## src/rtl/spi_xform_slave_if.sv

```systemverilog
// SPI pins plus the receive-side status outputs of the transforming SPI slave.
// The slave modport is what the block sees. The master modport is what a bus driver sees.
interface spi_xform_slave_if #(
   parameter int WIDTH = 8
);
   logic             sck;
   logic             ss;
   logic             mosi;
   logic [1:0]       mode;
   logic             miso;
   logic             rx_valid;
   logic [WIDTH-1:0] rx_data;
   logic             frame_err;

   modport slave (
      input  sck, ss, mosi, mode,
      output miso, rx_valid, rx_data, frame_err
   );

   modport master (
      output sck, ss, mosi, mode,
      input  miso, rx_valid, rx_data, frame_err
   );
endinterface

```

## src/rtl/spi_xform_slave.sv

```systemverilog
// Mode-0 SPI slave. It receives a word, then shifts out a transformed copy of that word.
// The transform is bit-reverse, echo, invert, or reverse+invert.
module spi_xform_slave #(
   parameter int WIDTH       = 8,
   parameter int SYNC_STAGES = 2
) (
   input logic              clock,
   input logic              reset,
   spi_xform_slave_if.slave bus
);

   localparam int            CW   = $clog2(WIDTH);
   localparam logic [CW-1:0] LAST = CW'(WIDTH - 1);

   typedef enum logic [1:0] {IDLE, RX, TX} state_t;

   logic [SYNC_STAGES-1:0] sck_sync;
   logic [SYNC_STAGES-1:0] ss_sync;
   logic [SYNC_STAGES-1:0] mosi_sync;
   logic                   sck_prev;
   logic                   sck_s;
   logic                   ss_s;
   logic                   mosi_s;
   logic                   sck_rise;
   logic                   sck_fall;

   state_t           state_q, state_d;
   logic [CW-1:0]    cnt_q, cnt_d;
   logic [WIDTH-2:0] shift_q, shift_d;
   logic [WIDTH-1:0] tx_q, tx_d;
   logic [WIDTH-1:0] rx_data_q, rx_data_d;
   logic             miso_q, miso_d;
   logic             rx_valid_q, rx_valid_d;
   logic             frame_err_q, frame_err_d;
   logic [WIDTH-1:0] word_in;

   function automatic logic [WIDTH-1:0] xform(input logic [WIDTH-1:0] w, input logic [1:0] m);
      logic [WIDTH-1:0] rev;
      logic [WIDTH-1:0] res;
      rev = '0;
      for (int i = 0; i < WIDTH; i++) begin
         rev[i] = w[WIDTH-1-i];
      end
      case (m)
         2'b00:   res = rev;
         2'b01:   res = w;
         2'b10:   res = ~w;
         default: res = ~rev;
      endcase
      return res;
   endfunction

   // The synchronizers reset to the idle bus levels, so releasing reset never creates a false edge or select.
   always_ff @(posedge clock) begin
      if (reset) begin
         sck_sync  <= '0;
         ss_sync   <= '1;
         mosi_sync <= '0;
         sck_prev  <= 1'b0;
      end else begin
         sck_sync  <= {sck_sync[SYNC_STAGES-2:0], bus.sck};
         ss_sync   <= {ss_sync[SYNC_STAGES-2:0], bus.ss};
         mosi_sync <= {mosi_sync[SYNC_STAGES-2:0], bus.mosi};
         sck_prev  <= sck_s;
      end
   end

   assign sck_s    = sck_sync[SYNC_STAGES-1];
   assign ss_s     = ss_sync[SYNC_STAGES-1];
   assign mosi_s   = mosi_sync[SYNC_STAGES-1];
   assign sck_rise = sck_s & ~sck_prev;
   assign sck_fall = ~sck_s & sck_prev;
   assign word_in  = {shift_q, mosi_s};

   always_ff @(posedge clock) begin
      if (reset) begin
         state_q     <= IDLE;
         cnt_q       <= '0;
         shift_q     <= '0;
         tx_q        <= '0;
         rx_data_q   <= '0;
         miso_q      <= 1'b1;
         rx_valid_q  <= 1'b0;
         frame_err_q <= 1'b0;
      end else begin
         state_q     <= state_d;
         cnt_q       <= cnt_d;
         shift_q     <= shift_d;
         tx_q        <= tx_d;
         rx_data_q   <= rx_data_d;
         miso_q      <= miso_d;
         rx_valid_q  <= rx_valid_d;
         frame_err_q <= frame_err_d;
      end
   end

   // A released select wins over any edge in the same clock. A word that completes as ss rises is therefore lost.
   always_comb begin
      state_d     = state_q;
      cnt_d       = cnt_q;
      shift_d     = shift_q;
      tx_d        = tx_q;
      rx_data_d   = rx_data_q;
      miso_d      = miso_q;
      rx_valid_d  = 1'b0;
      frame_err_d = 1'b0;

      case (state_q)
         IDLE: begin
            cnt_d  = '0;
            miso_d = 1'b1;
            if (!ss_s) begin
               state_d = RX;
            end
         end

         RX: begin
            if (ss_s) begin
               state_d     = IDLE;
               cnt_d       = '0;
               miso_d      = 1'b1;
               frame_err_d = (cnt_q != '0);
            end else begin
               if (sck_fall) begin
                  miso_d = 1'b1;
               end
               if (sck_rise) begin
                  shift_d = word_in[WIDTH-2:0];
                  if (cnt_q == LAST) begin
                     rx_data_d  = word_in;
                     rx_valid_d = 1'b1;
                     tx_d       = xform(word_in, bus.mode);
                     cnt_d      = '0;
                     state_d    = TX;
                  end else begin
                     cnt_d = cnt_q + 1'b1;
                  end
               end
            end
         end

         TX: begin
            if (ss_s) begin
               state_d     = IDLE;
               cnt_d       = '0;
               miso_d      = 1'b1;
               frame_err_d = 1'b1;
            end else if (sck_fall) begin
               miso_d = tx_q[WIDTH-1];
               tx_d   = {tx_q[WIDTH-2:0], 1'b0};
               if (cnt_q == LAST) begin
                  cnt_d   = '0;
                  state_d = RX;
               end else begin
                  cnt_d = cnt_q + 1'b1;
               end
            end
         end

         default: begin
            state_d = IDLE;
            cnt_d   = '0;
            miso_d  = 1'b1;
         end
      endcase
   end

   assign bus.miso      = miso_q;
   assign bus.rx_valid  = rx_valid_q;
   assign bus.rx_data   = rx_data_q;
   assign bus.frame_err = frame_err_q;

endmodule

```

## src/flat_wrapper.sv

```systemverilog
// flat-port wrapper written by rule: the top's interface ports become plain ports
module spi_xform_slave_flat 
#(
   parameter int WIDTH       = 8,
   parameter int SYNC_STAGES = 2
)
  (clock, reset, bus_sck, bus_ss, bus_mosi, bus_mode, bus_miso, bus_rx_valid, bus_rx_data, bus_frame_err);
  spi_xform_slave_if #(.WIDTH(WIDTH)) bus_i ();
  input logic clock;
  input logic reset;
  input wire logic [$bits(bus_i.sck)-1:0] bus_sck;
  input wire logic [$bits(bus_i.ss)-1:0] bus_ss;
  input wire logic [$bits(bus_i.mosi)-1:0] bus_mosi;
  input wire logic [$bits(bus_i.mode)-1:0] bus_mode;
  output wire logic [$bits(bus_i.miso)-1:0] bus_miso;
  output wire logic [$bits(bus_i.rx_valid)-1:0] bus_rx_valid;
  output wire logic [$bits(bus_i.rx_data)-1:0] bus_rx_data;
  output wire logic [$bits(bus_i.frame_err)-1:0] bus_frame_err;
  assign bus_i.sck = bus_sck;
  assign bus_i.ss = bus_ss;
  assign bus_i.mosi = bus_mosi;
  assign bus_i.mode = bus_mode;
  assign bus_miso = bus_i.miso;
  assign bus_rx_valid = bus_i.rx_valid;
  assign bus_rx_data = bus_i.rx_data;
  assign bus_frame_err = bus_i.frame_err;
  spi_xform_slave #(.WIDTH(WIDTH), .SYNC_STAGES(SYNC_STAGES)) u_core (.clock(clock), .reset(reset), .bus(bus_i));
endmodule
```

## config.mk

```make
export PLATFORM = sky130hd
export DESIGN_NAME = spi_xform_slave_flat
export DESIGN_NICKNAME = d
export VERILOG_FILES = /design/src/rtl/spi_xform_slave_if.sv /design/src/rtl/spi_xform_slave.sv /design/src/flat_wrapper.sv
export SDC_FILE = /design/constraint.sdc
export NUM_CORES = 1
export LEC_CHECK = 0
export BUFFER_PORTS_ARGS = -buffer_cell sky130_fd_sc_hd__buf_4
export CAP_MARGIN = 20
export CORE_ASPECT_RATIO = 0.75
export CORE_MARGIN = 5
export CORE_UTILIZATION = 30
export CTS_CLUSTER_SIZE = 24
export DETAILED_ROUTE_END_ITERATION = 10
export SLEW_MARGIN = 20
export SYNTH_ARGS = -nofsm -noshare
export SYNTH_HDL_FRONTEND = slang
export SYNTH_SLANG_ARGS = --single-unit
```

## constraint.sdc

```tcl
create_clock -name clock -period 4.3 [get_ports clock]
set_clock_uncertainty 0.05 [all_clocks]
set_input_delay 0.86 -clock clock [delete_from_list [all_inputs] [get_ports clock]]
set_output_delay 0.86 -clock clock [all_outputs]
set_load 0.02 [all_outputs]
```

==> reports/results.tsv, run 1 <==
stage	metric	value	unit
outcome	status	finished, final reports clean	
grt	antenna violations before repair	0	
worst_setup_path	kind of critical path	register to register	
run	max cap viols	0	
worst_setup_path	CP peak stage delay	0.53	ns
cells_and_area	most common cell after layout, fill and taps aside	dfxtp_1	
timing	Setup violations, final	0	
grt	GRT Total Usage	10.7	%
cells_and_area	layout cells sized above 1	15.1	%
synthesis	Post-synth ARST share	0	%
clocking	Bufs on Longest Clock Path	2	
clocking	PostCTS Resize Cnt	0	
timing	setup TNS	0	ns
worst_setup_path	path length in cells of the critical path	6	
grt	vias in the first global route	1405	
placed_design	pre-CTS setup slack	2.01	ns
routing	WL final	3970	um
placed_design	Post-Place Cells	305	
floorplan	core area	6220	um2
synthesis	Post-Synthesis Cell Area	1890	um2
clocking	buffers inserted by post-CTS timing repair	0	
worst_setup_path	R2R depth	6	
timing	worst-margin pin slew	0.689	ns
clocking	CTS Buf Count	5	
worst_setup_path	Critical Path End Type	register	
cells_and_area	area delta synth->final	15.7	%
floorplan	die area	8000	um2
timing	fin crit period	2.31	ns
synthesis	register area share after synthesis	40.3	%
placed_design	port buffer count	17	
synthesis	ys flop type	dfxtp_1	
timing	Rel. slew slack	54.1	%
cells_and_area	commonest non-fill, non-tap cells in the layout	dfxtp_1 (38), nand2_1 (32), a21oi_1 (28)	
routing	DRT Pass-1 Iters	4	
synthesis	#FFs+latches synth	38	
routing	DR DRC count	0	
floorplan	I/O pin cnt	18	
clocking	Reg clk slew, reported paths	0.07	ns
worst_setup_path	crit path from	u_core.state_q[0]$_SDFFE_PP0P_	
routing	vias per std cell	4.88	
worst_hold_path	Worst Hold Class	register to register	
floorplan	Die Y	78.7	um
routing	post-route ant nets	0	
clocking	CTS root buffer	clkbuf_8	
clocking	CTS tree	built	
clocking	htree depth	2	
power_and_ir_drop	Final Power	0.000823	W
grt	gr ovfl total	0	
timing	fin. max-slew vios	0	
power_and_ir_drop	pwr dens	376	nW/um2
grt	first-pass GRT wire length	6780	um
clocking	Worst-Skew Late Latency	0.29	ns
worst_setup_path	setup slack, reg-to-reg	1.99	ns
floorplan	Std-Cell Rows	25	
worst_setup_path	critical-path cell list	inv_1 > ha_1 > nand4bb_1 > o2bb2ai_1 > o311ai_0 > a21oi_1	
floorplan	Initial Utilization	30.4	%
worst_setup_path	reg2reg start	u_core.state_q[0]$_SDFFE_PP0P_	
worst_setup_path	Largest delay share family, worst path	compound AO/OA/AOI/OAI gates	
routing	via count	1529	
worst_setup_path	Worst setup SP type	register	
timing	Final Hold Vio Count	0	
worst_setup_path	Slowest-stage cell, CP	o2bb2ai_1	
routing	initial DRC count	76	
clocking	cts-stage hold buffer count	0	
synthesis	number of flops mapped to enable cells by yosys	0	
timing	Fmax	0.432	GHz
grt	largest net degree at the start of global routing	36	
routing	WL/cell	12.7	um
synthesis	Cells after Synth	224	
power_and_ir_drop	Pleak	0.817	nW
synthesis	Synthesized Nets	239	
cells_and_area	Final #Nets	246	
cells_and_area	Antenna Cells	0	
timing	worst setup slack after layout	1.99	ns
placed_design	HPWL after DPL	2790	um
floorplan	width of the die	102	um
worst_setup_path	Req. time, crit path	4.47	ns
synthesis	Yosys cell types	37	
clocking	Clock Sinks	38	
synthesis	syn avg cell area	8.43	um2
worst_setup_path	CP bufs+invs	1	
worst_setup_path	worst r2r dst	u_core.tx_q[1]$_SDFFE_PP0P_	
worst_setup_path	crit path max fanout	23	
placed_design	GPL Wtd Cong	0.773	
power_and_ir_drop	VDD IR-drop max	0.000174	V
worst_setup_path	Crit path arrival time	2.48	ns
timing	Period Utilization, post-route	53.8	%
cells_and_area	fin cells	313	
synthesis	yosys warns	0	
worst_setup_path	worst setup path end	u_core.tx_q[1]$_SDFFE_PP0P_	
timing	RSZ-0062 raised after global routing	false	
cells_and_area	final core occ	35.1	%
## where the power goes
part           internal (W)  switching (W)  total [W]
clock network      0.000247       0.000126   0.000374
registers          0.000358     0.00000647   0.000364
logic             0.0000365      0.0000481  0.0000846
total              0.000642       0.000181   0.000823
## area by class of cell
class	instances	area, um2
sequential	38	761
fill	641	4040
clock inverter	2	60.1
timing repair buffer	18	135
clock buffer	6	82.6
multi-input combinational	161	1020
tap	81	101
inverter	7	26.3
## registers in the layout, indices dropped and copies added (netlist names)
name / count
u_core.state_q: 2
u_core.ss_sync: 2
u_core.bus.miso: 1
u_core.sck_prev: 1
u_core.shift_q: 7
u_core.bus.rx_valid: 1
u_core.cnt_q: 3
u_core.bus.rx_data: 8
u_core.tx_q: 8
u_core.mosi_sync: 2
u_core.bus.frame_err: 1
u_core.sck_sync: 2
## Yosys cell counts, drive strengths merged, types with 4 or more instances
master	instances	area [um2]
dfxtp	38	761
nand2	32	120
a21oi	28	140
a211oi	11	82.6
nand3	11	55.1
nor2b	11	68.8
clkbuf	10	37.5
nor2	9	33.8
buf	8	51.3
ha	8	100
nand2b	8	50.1
inv	7	26.3
o21ai	5	25.0
a211o	4	35.0
o211ai	4	30.0
## per-layer routing
layer	vias to the layer above	share of wire (%)	GRT usage, %
li1	797	-	-
met3	5	3.9	2.72
met4	0	1.5	4.78
met1	705	53	15.7
met5	-	0	0
met2	22	41	14.5
## cells by family after synthesis
logic type	count (synthesis)	synth area share, %
muxes	2	1.06
adders and majority gates	8	5.30
buffers and inverters	25	6.09
AOI/OAI and AO/OA	65	23.5
and+or+nand+nor	86	23.8
DFF	38	40.3
## per-stage QoR
| stage | hold slack, ns | instance area (um2) |
|---|---|---|
| final | 0.362 | 2190 |
| after detailed placement | 0.347 | 2040 |
| after CTS | 0.364 | 2190 |
| after floorplan | 0.339 | 1890 |
| after global placement | 0.343 | 2040 |
| after global routing | 0.380 | 2190 |
## worst min path at each step
stage	from	to	slack (ns)	cells past startpoint
final	u_core.ss_sync[0]$_SDFF_PP1_	u_core.ss_sync[1]$_SDFF_PP1_	0.36	1
after detailed placement	u_core.ss_sync[0]$_SDFF_PP1_	u_core.ss_sync[1]$_SDFF_PP1_	0.35	1
after floorplan	u_core.ss_sync[0]$_SDFF_PP1_	u_core.ss_sync[1]$_SDFF_PP1_	0.34	1
after global routing	u_core.ss_sync[0]$_SDFF_PP1_	u_core.ss_sync[1]$_SDFF_PP1_	0.38	1
after CTS	u_core.ss_sync[0]$_SDFF_PP1_	u_core.ss_sync[1]$_SDFF_PP1_	0.36	1
after global placement	u_core.ss_sync[0]$_SDFF_PP1_	u_core.ss_sync[1]$_SDFF_PP1_	0.34	1
No activity file was read; power rests on OpenSTA's default activity.
==> run 2, diff against run 1 <==
clock period = 2.35 ns   (was 4.3 ns; I/O delays follow)
==> reports/results.tsv, run 2 (synthesized netlist as in run 1, its figures left out) <==
stage	metric	value	unit	change
outcome	status	finished, final reports clean		
worst_hold_path	Worst Hold Class	primary input to register		
worst_setup_path	Crit path arrival time	2.11	ns	-0.37 ns
clocking	Worst-Skew Late Latency	0.30	ns	about the same
routing	DR DRC count	0		unchanged
cells_and_area	area delta synth->final	14.8	%	
clocking	CTS root buffer	clkbuf_8		
grt	first-pass GRT wire length	7040	um	+3.9%
routing	DRT Pass-1 Iters	4		unchanged
grt	gr ovfl total	0		unchanged
floorplan	core area	6220	um2	unchanged
timing	Rel. slew slack	67.4	%	+13 points
placed_design	GPL Wtd Cong	0.827		+7.0%
routing	vias per std cell	4.92		+0.80%
worst_hold_path	Worst Hold Launch	bus_ss		
cells_and_area	Final #Nets	250		+1.6%
power_and_ir_drop	pwr dens	606	nW/um2	+61%
routing	via count	1561		+2.1%
clocking	CTS tree	built		
worst_setup_path	worst r2r dst	u_core.state_q[0]$_SDFFE_PP0P_		
routing	WL final	4100	um	+3.3%
run	max cap viols	0		unchanged
timing	Setup violations, final	0		unchanged
timing	setup TNS	0	ns	unchanged
worst_setup_path	Worst setup SP type	register		
placed_design	HPWL after DPL	2840	um	+1.8%
clocking	CTS Buf Count	5		unchanged
grt	GRT Total Usage	11.1	%	+0.44 points
floorplan	width of the die	102	um	unchanged
routing	initial DRC count	146		+92%
timing	fin crit period	1.93	ns	-0.386 ns
timing	worst setup slack after layout	0.424	ns	-1.56 ns
timing	Final Hold Vio Count	0		unchanged
worst_setup_path	kind of critical path	register to register		
clocking	Bufs on Longest Clock Path	2		unchanged
worst_setup_path	reg2reg start	u_core.state_q[1]$_SDFFE_PP0P_		
worst_setup_path	R2R depth	6		unchanged
worst_setup_path	Critical Path End Type	register		
floorplan	Initial Utilization	30.4	%	unchanged
timing	Fmax	0.519	GHz	+20%
floorplan	Die Y	78.7	um	unchanged
placed_design	port buffer count	17		unchanged
floorplan	Std-Cell Rows	25		unchanged
worst_hold_path	worst hold stages	2		+1
clocking	htree depth	2		unchanged
floorplan	die area	8000	um2	unchanged
clocking	buffers inserted by post-CTS timing repair	0		unchanged
cells_and_area	commonest non-fill, non-tap cells in the layout	dfxtp_1 (38), nand2_1 (32), a21oi_1 (28)		
cells_and_area	most common cell after layout, fill and taps aside	dfxtp_1		
timing	worst-margin pin slew	0.488	ns	-0.201 ns
placed_design	pre-CTS setup slack	0.452	ns	-1.56 ns
power_and_ir_drop	VDD IR-drop max	0.000247	V	+42%
timing	Period Utilization, post-route	82.0	%	+28 points
clocking	Clock Sinks	38		unchanged
worst_setup_path	Req. time, crit path	2.53	ns	-1.94 ns
cells_and_area	final core occ	34.8	%	-0.28 points
timing	fin. max-slew vios	0		unchanged
grt	vias in the first global route	1442		+2.6%
worst_setup_path	crit path max fanout	6		-74%
power_and_ir_drop	Pleak	0.815	nW	-0.32%
routing	post-route ant nets	0		unchanged
worst_setup_path	setup slack, reg-to-reg	0.42	ns	-1.56 ns
floorplan	I/O pin cnt	18		unchanged
clocking	PostCTS Resize Cnt	0		unchanged
clocking	Reg clk slew, reported paths	0.08	ns	about the same
routing	WL/cell	12.9	um	+2.0%
cells_and_area	Antenna Cells	0		unchanged
timing	RSZ-0062 raised after global routing	false		
worst_hold_path	WHS Endpoint	u_core.ss_sync[0]$_SDFF_PP1_		
cells_and_area	layout cells sized above 1	16.5	%	+1.4 points
grt	antenna violations before repair	0		unchanged
clocking	cts-stage hold buffer count	0		unchanged
grt	largest net degree at the start of global routing	36		unchanged
## run 2: cell types whose count changed in the layout (fill, tap and decap cells not counted), sizes merged
cell	before	now
bufinv	2	0
clkinvlp	0	1
clkinv	0	1
buf	18	22
## run 2: cell type report
class | count | area, um2
Fill cell | 653 | 4060
Timing Repair Buffer | 22 | 165
Sequential cell | 38 | 761
Clock inverter | 2 | 12.5
Clock buffer | 6 | 82.6
Tap cell | 81 | 101
Multi-Input combinational cell | 161 | 1020
Inverter | 7 | 26.3
## run 2: per-layer routing
metal  GRT usage (%)  part of all wire, %
met5               0                    0
met4            3.19                  1.4
met3            3.69                  3.9
met2            15.1                   41
met1            16.5                   54
## run 2: worst max path at each step
stage | slack, ns | depth (start not counted) | from | end
floorplan | 0.58 | 8 | u_core.state_q[1]$_SDFFE_PP0P_ | u_core.tx_q[0]$_SDFFE_PP0P_
global placement | 0.55 | 6 | u_core.state_q[0]$_SDFFE_PP0P_ | u_core.tx_q[0]$_SDFFE_PP0P_
detailed placement | 0.45 | 6 | u_core.state_q[1]$_SDFFE_PP0P_ | u_core.state_q[0]$_SDFFE_PP0P_
CTS | 0.43 | 6 | u_core.state_q[1]$_SDFFE_PP0P_ | u_core.state_q[0]$_SDFFE_PP0P_
global route | 0.28 | 6 | u_core.state_q[1]$_SDFFE_PP0P_ | u_core.state_q[1]$_SDFFE_PP0P_
finish | 0.42 | 6 | u_core.state_q[1]$_SDFFE_PP0P_ | u_core.state_q[0]$_SDFFE_PP0P_
## run 2: through the flow
step	cell area (um2)	power (W)	instances	hold WS [ns]
after global placement	2070	0.000841	309	0.342
after CTS	2170	0.00133	317	0.299
after detailed placement	2070	0.000843	309	0.349
after floorplan	1890	0.000806	224	0.339
after global routing	2170	0.00138	317	0.300
final	2170	0.00131	317	0.307
## run 2: power breakdown
group / total (W) / switching, W / internal, W
sequential: 0.000668 / 0.0000133 / 0.000655
clock: 0.000484 / 0.000248 / 0.000236
combinational: 0.000161 / 0.0000878 / 0.0000732
total: 0.00131 / 0.000349 / 0.000964
## run 2: worst max-delay path, cell delays in order (launching register included)
cell,delay [ns]
dfxtp_1,0.38
inv_1,0.08
ha_1,0.26
nor3b_2,0.35
nor2_1,0.16
a221oi_2,0.36
mux2i_1,0.22
==> run 3, diff against run 2 <==
clock period = 1.6 ns   (was 2.35 ns; I/O delays follow)
==> reports/results.tsv, run 3 (synthesized netlist as in run 1, its figures left out) <==
stage	metric	value	unit	change
timing	RSZ-0062 raised after global routing	true		
worst_setup_path	Worst setup SP type	register		
grt	gr ovfl total	0		unchanged
cells_and_area	fillers	653		unchanged
worst_setup_path	Req. time, crit path	1.73	ns	-0.80 ns
grt	largest net degree at the start of global routing	24		-33%
worst_setup_path	Crit path arrival time	1.84	ns	-0.27 ns
timing	Fmax	0.585	GHz	+13%
routing	post-route ant nets	0		unchanged
floorplan	I/O pin cnt	18		unchanged
placed_design	pre-CTS setup slack	-0.0496	ns	-0.502 ns
timing	Final Hold Vio Count	0		unchanged
clocking	Bufs on Longest Clock Path	2		unchanged
routing	initial DRC count	130		-11%
timing	worst-margin pin slew	0.375	ns	-0.113 ns
worst_setup_path	kind of critical path	register to register		
power_and_ir_drop	pwr dens	866	nW/um2	+43%
floorplan	die area	8000	um2	unchanged
placed_design	Post-Place Cells	321		+3.9%
grt	antenna violations before repair	0		unchanged
clocking	htree depth	2		unchanged
placed_design	port buffer count	17		unchanged
placed_design	HPWL after DPL	3150	um	+11%
clocking	CTS tree	built		
worst_setup_path	Critical Path End Type	register		
outcome	status	finished with violations		
cells_and_area	fin cells	334		+5.4%
timing	Rel. slew slack	74.6	%	+7.2 points
worst_setup_path	crit path max fanout	7		+1
floorplan	core area	6220	um2	unchanged
cells_and_area	final core occ	39.0	%	+4.2 points
timing	Period Utilization, post-route	107	%	+25 points
routing	vias per std cell	4.95		+0.44%
timing	Setup violations, final	9		+9
clocking	cts-stage hold buffer count	0		unchanged
run	max cap viols	0		unchanged
clocking	CTS root buffer	clkbuf_8		
clocking	Worst-Skew Late Latency	0.29	ns	about the same
worst_setup_path	Slowest-stage cell, CP	dfxtp_4		
power_and_ir_drop	VDD IR-drop max	0.000401	V	+62%
routing	via count	1652		+5.8%
outcome	failing checks	negative setup slack		
floorplan	Die Y	78.7	um	unchanged
worst_setup_path	critical-path cell list	inv_4 > ha_4 > nor3b_4 > buf_4 > o2bb2a_4 > and3_4 > a31o_1		
cells_and_area	layout cells sized above 1	29.2	%	+13 points
cells_and_area	area delta synth->final	28.6	%	
routing	WL final	4550	um	+11%
floorplan	Std-Cell Rows	25		unchanged
placed_design	GPL Wtd Cong	0.785		-5.1%
cells_and_area	Antenna Cells	0		unchanged
routing	WL/cell	13.6	um	+5.3%
grt	first-pass GRT wire length	7310	um	+3.8%
timing	setup TNS	-0.587	ns	-0.587 ns
clocking	CTS Buf Count	5		unchanged
routing	DR DRC count	0		unchanged
worst_setup_path	CP peak stage delay	0.38	ns	about the same
cells_and_area	Final #Nets	267		+6.8%
grt	GRT Total Usage	11.4	%	+0.29 points
cells_and_area	commonest non-fill, non-tap cells in the layout	buf_4 (37), dfxtp_1 (36), nand2_1 (30)		
timing	fin crit period	1.71	ns	-0.218 ns
worst_hold_path	Worst Hold Class	primary input to register		
routing	DRT Pass-1 Iters	4		unchanged
worst_setup_path	Largest delay share family, worst path	simple AND/OR/NAND/NOR gates		
clocking	Reg clk slew, reported paths	0.07	ns	about the same
grt	vias in the first global route	1535		+6.4%
power_and_ir_drop	Pleak	0.919	nW	+13%
timing	fin. max-slew vios	0		unchanged
cells_and_area	most common cell after layout, fill and taps aside	buf_4		
worst_setup_path	CP bufs+invs	2		+1
clocking	Clock Sinks	38		unchanged
timing	worst setup slack after layout	-0.108	ns	-0.532 ns
worst_setup_path	setup slack, reg-to-reg	-0.11	ns	-0.53 ns
floorplan	width of the die	102	um	unchanged
timing	Hold WS	0.170	ns	-0.138 ns
floorplan	Initial Utilization	30.4	%	unchanged
[run 3: area by class of cell]
type	count	area, um2	area share, %
clock buffer	5	68.8	2.83
clock inverter	3	40.0	1.65
inverter	7	28.8	1.18
multi-input combinational	161	1120	46.2
sequential	38	768	31.6
tap	81	101	4.17
timing repair buffer	39	300	12.4
[run 3: where the power goes]
| group | switching (W) | total [W] | leakage [nW] | internal (W) |
|---|---|---|---|---|
| Combinational | 0.000153 | 0.000316 | 0.552 | 0.000163 |
| Sequential | 0.0000214 | 0.000987 | 0.309 | 0.000965 |
| Clock | 0.000343 | 0.000802 | 0.0579 | 0.000459 |
| Total | 0.000517 | 0.00210 | 0.919 | 0.00159 |
[run 3: per-layer routing]
metal / up-vias / GRT usage, % / part of all wire [%]
met5: - / 0 / 0
met4: 0 / 2.79 / 0.75
met3: 5 / 2.99 / 5.2
met2: 27 / 16.6 / 43
met1: 778 / 16.7 / 51
li1: 842 / - / -
[run 3: stage by stage]
stage,area (um2),power [W]
finish,2430,0.00210
floorplan,1910,0.00120
global placement,2190,0.00127
global route,2430,0.00220
CTS,2350,0.00210
detailed placement,2190,0.00128
[run 3: worst paths after layout]
kind / startpoint / end / depth (start not counted)
min: bus_ss / u_core.ss_sync[0]$_SDFF_PP1_ / 2
max reg2reg: u_core.state_q[1]$_SDFFE_PP0P_ / u_core.tx_q[0]$_SDFFE_PP0P_ / 7
min reg2reg: u_core.ss_sync[0]$_SDFF_PP1_ / u_core.ss_sync[1]$_SDFF_PP1_ / 1
max: u_core.state_q[1]$_SDFFE_PP0P_ / u_core.tx_q[0]$_SDFFE_PP0P_ / 7
[run 3: what timing repair did]
item,CTS,global route
endpoints found under the hold margin,0,0
buffers inserted,3,2
endpoints found under the setup margin,10,23
resized for setup,7,14
pin swaps,4,3
[run 3: worst reg2reg max path, stage by stage (launching register included)]
cell and delay (ns):
dfxtp_4 0.38, inv_4 0.04, ha_4 0.17, nor3b_4 0.30
buf_4 0.17, o2bb2a_4 0.18, and3_4 0.15, a31o_1 0.17
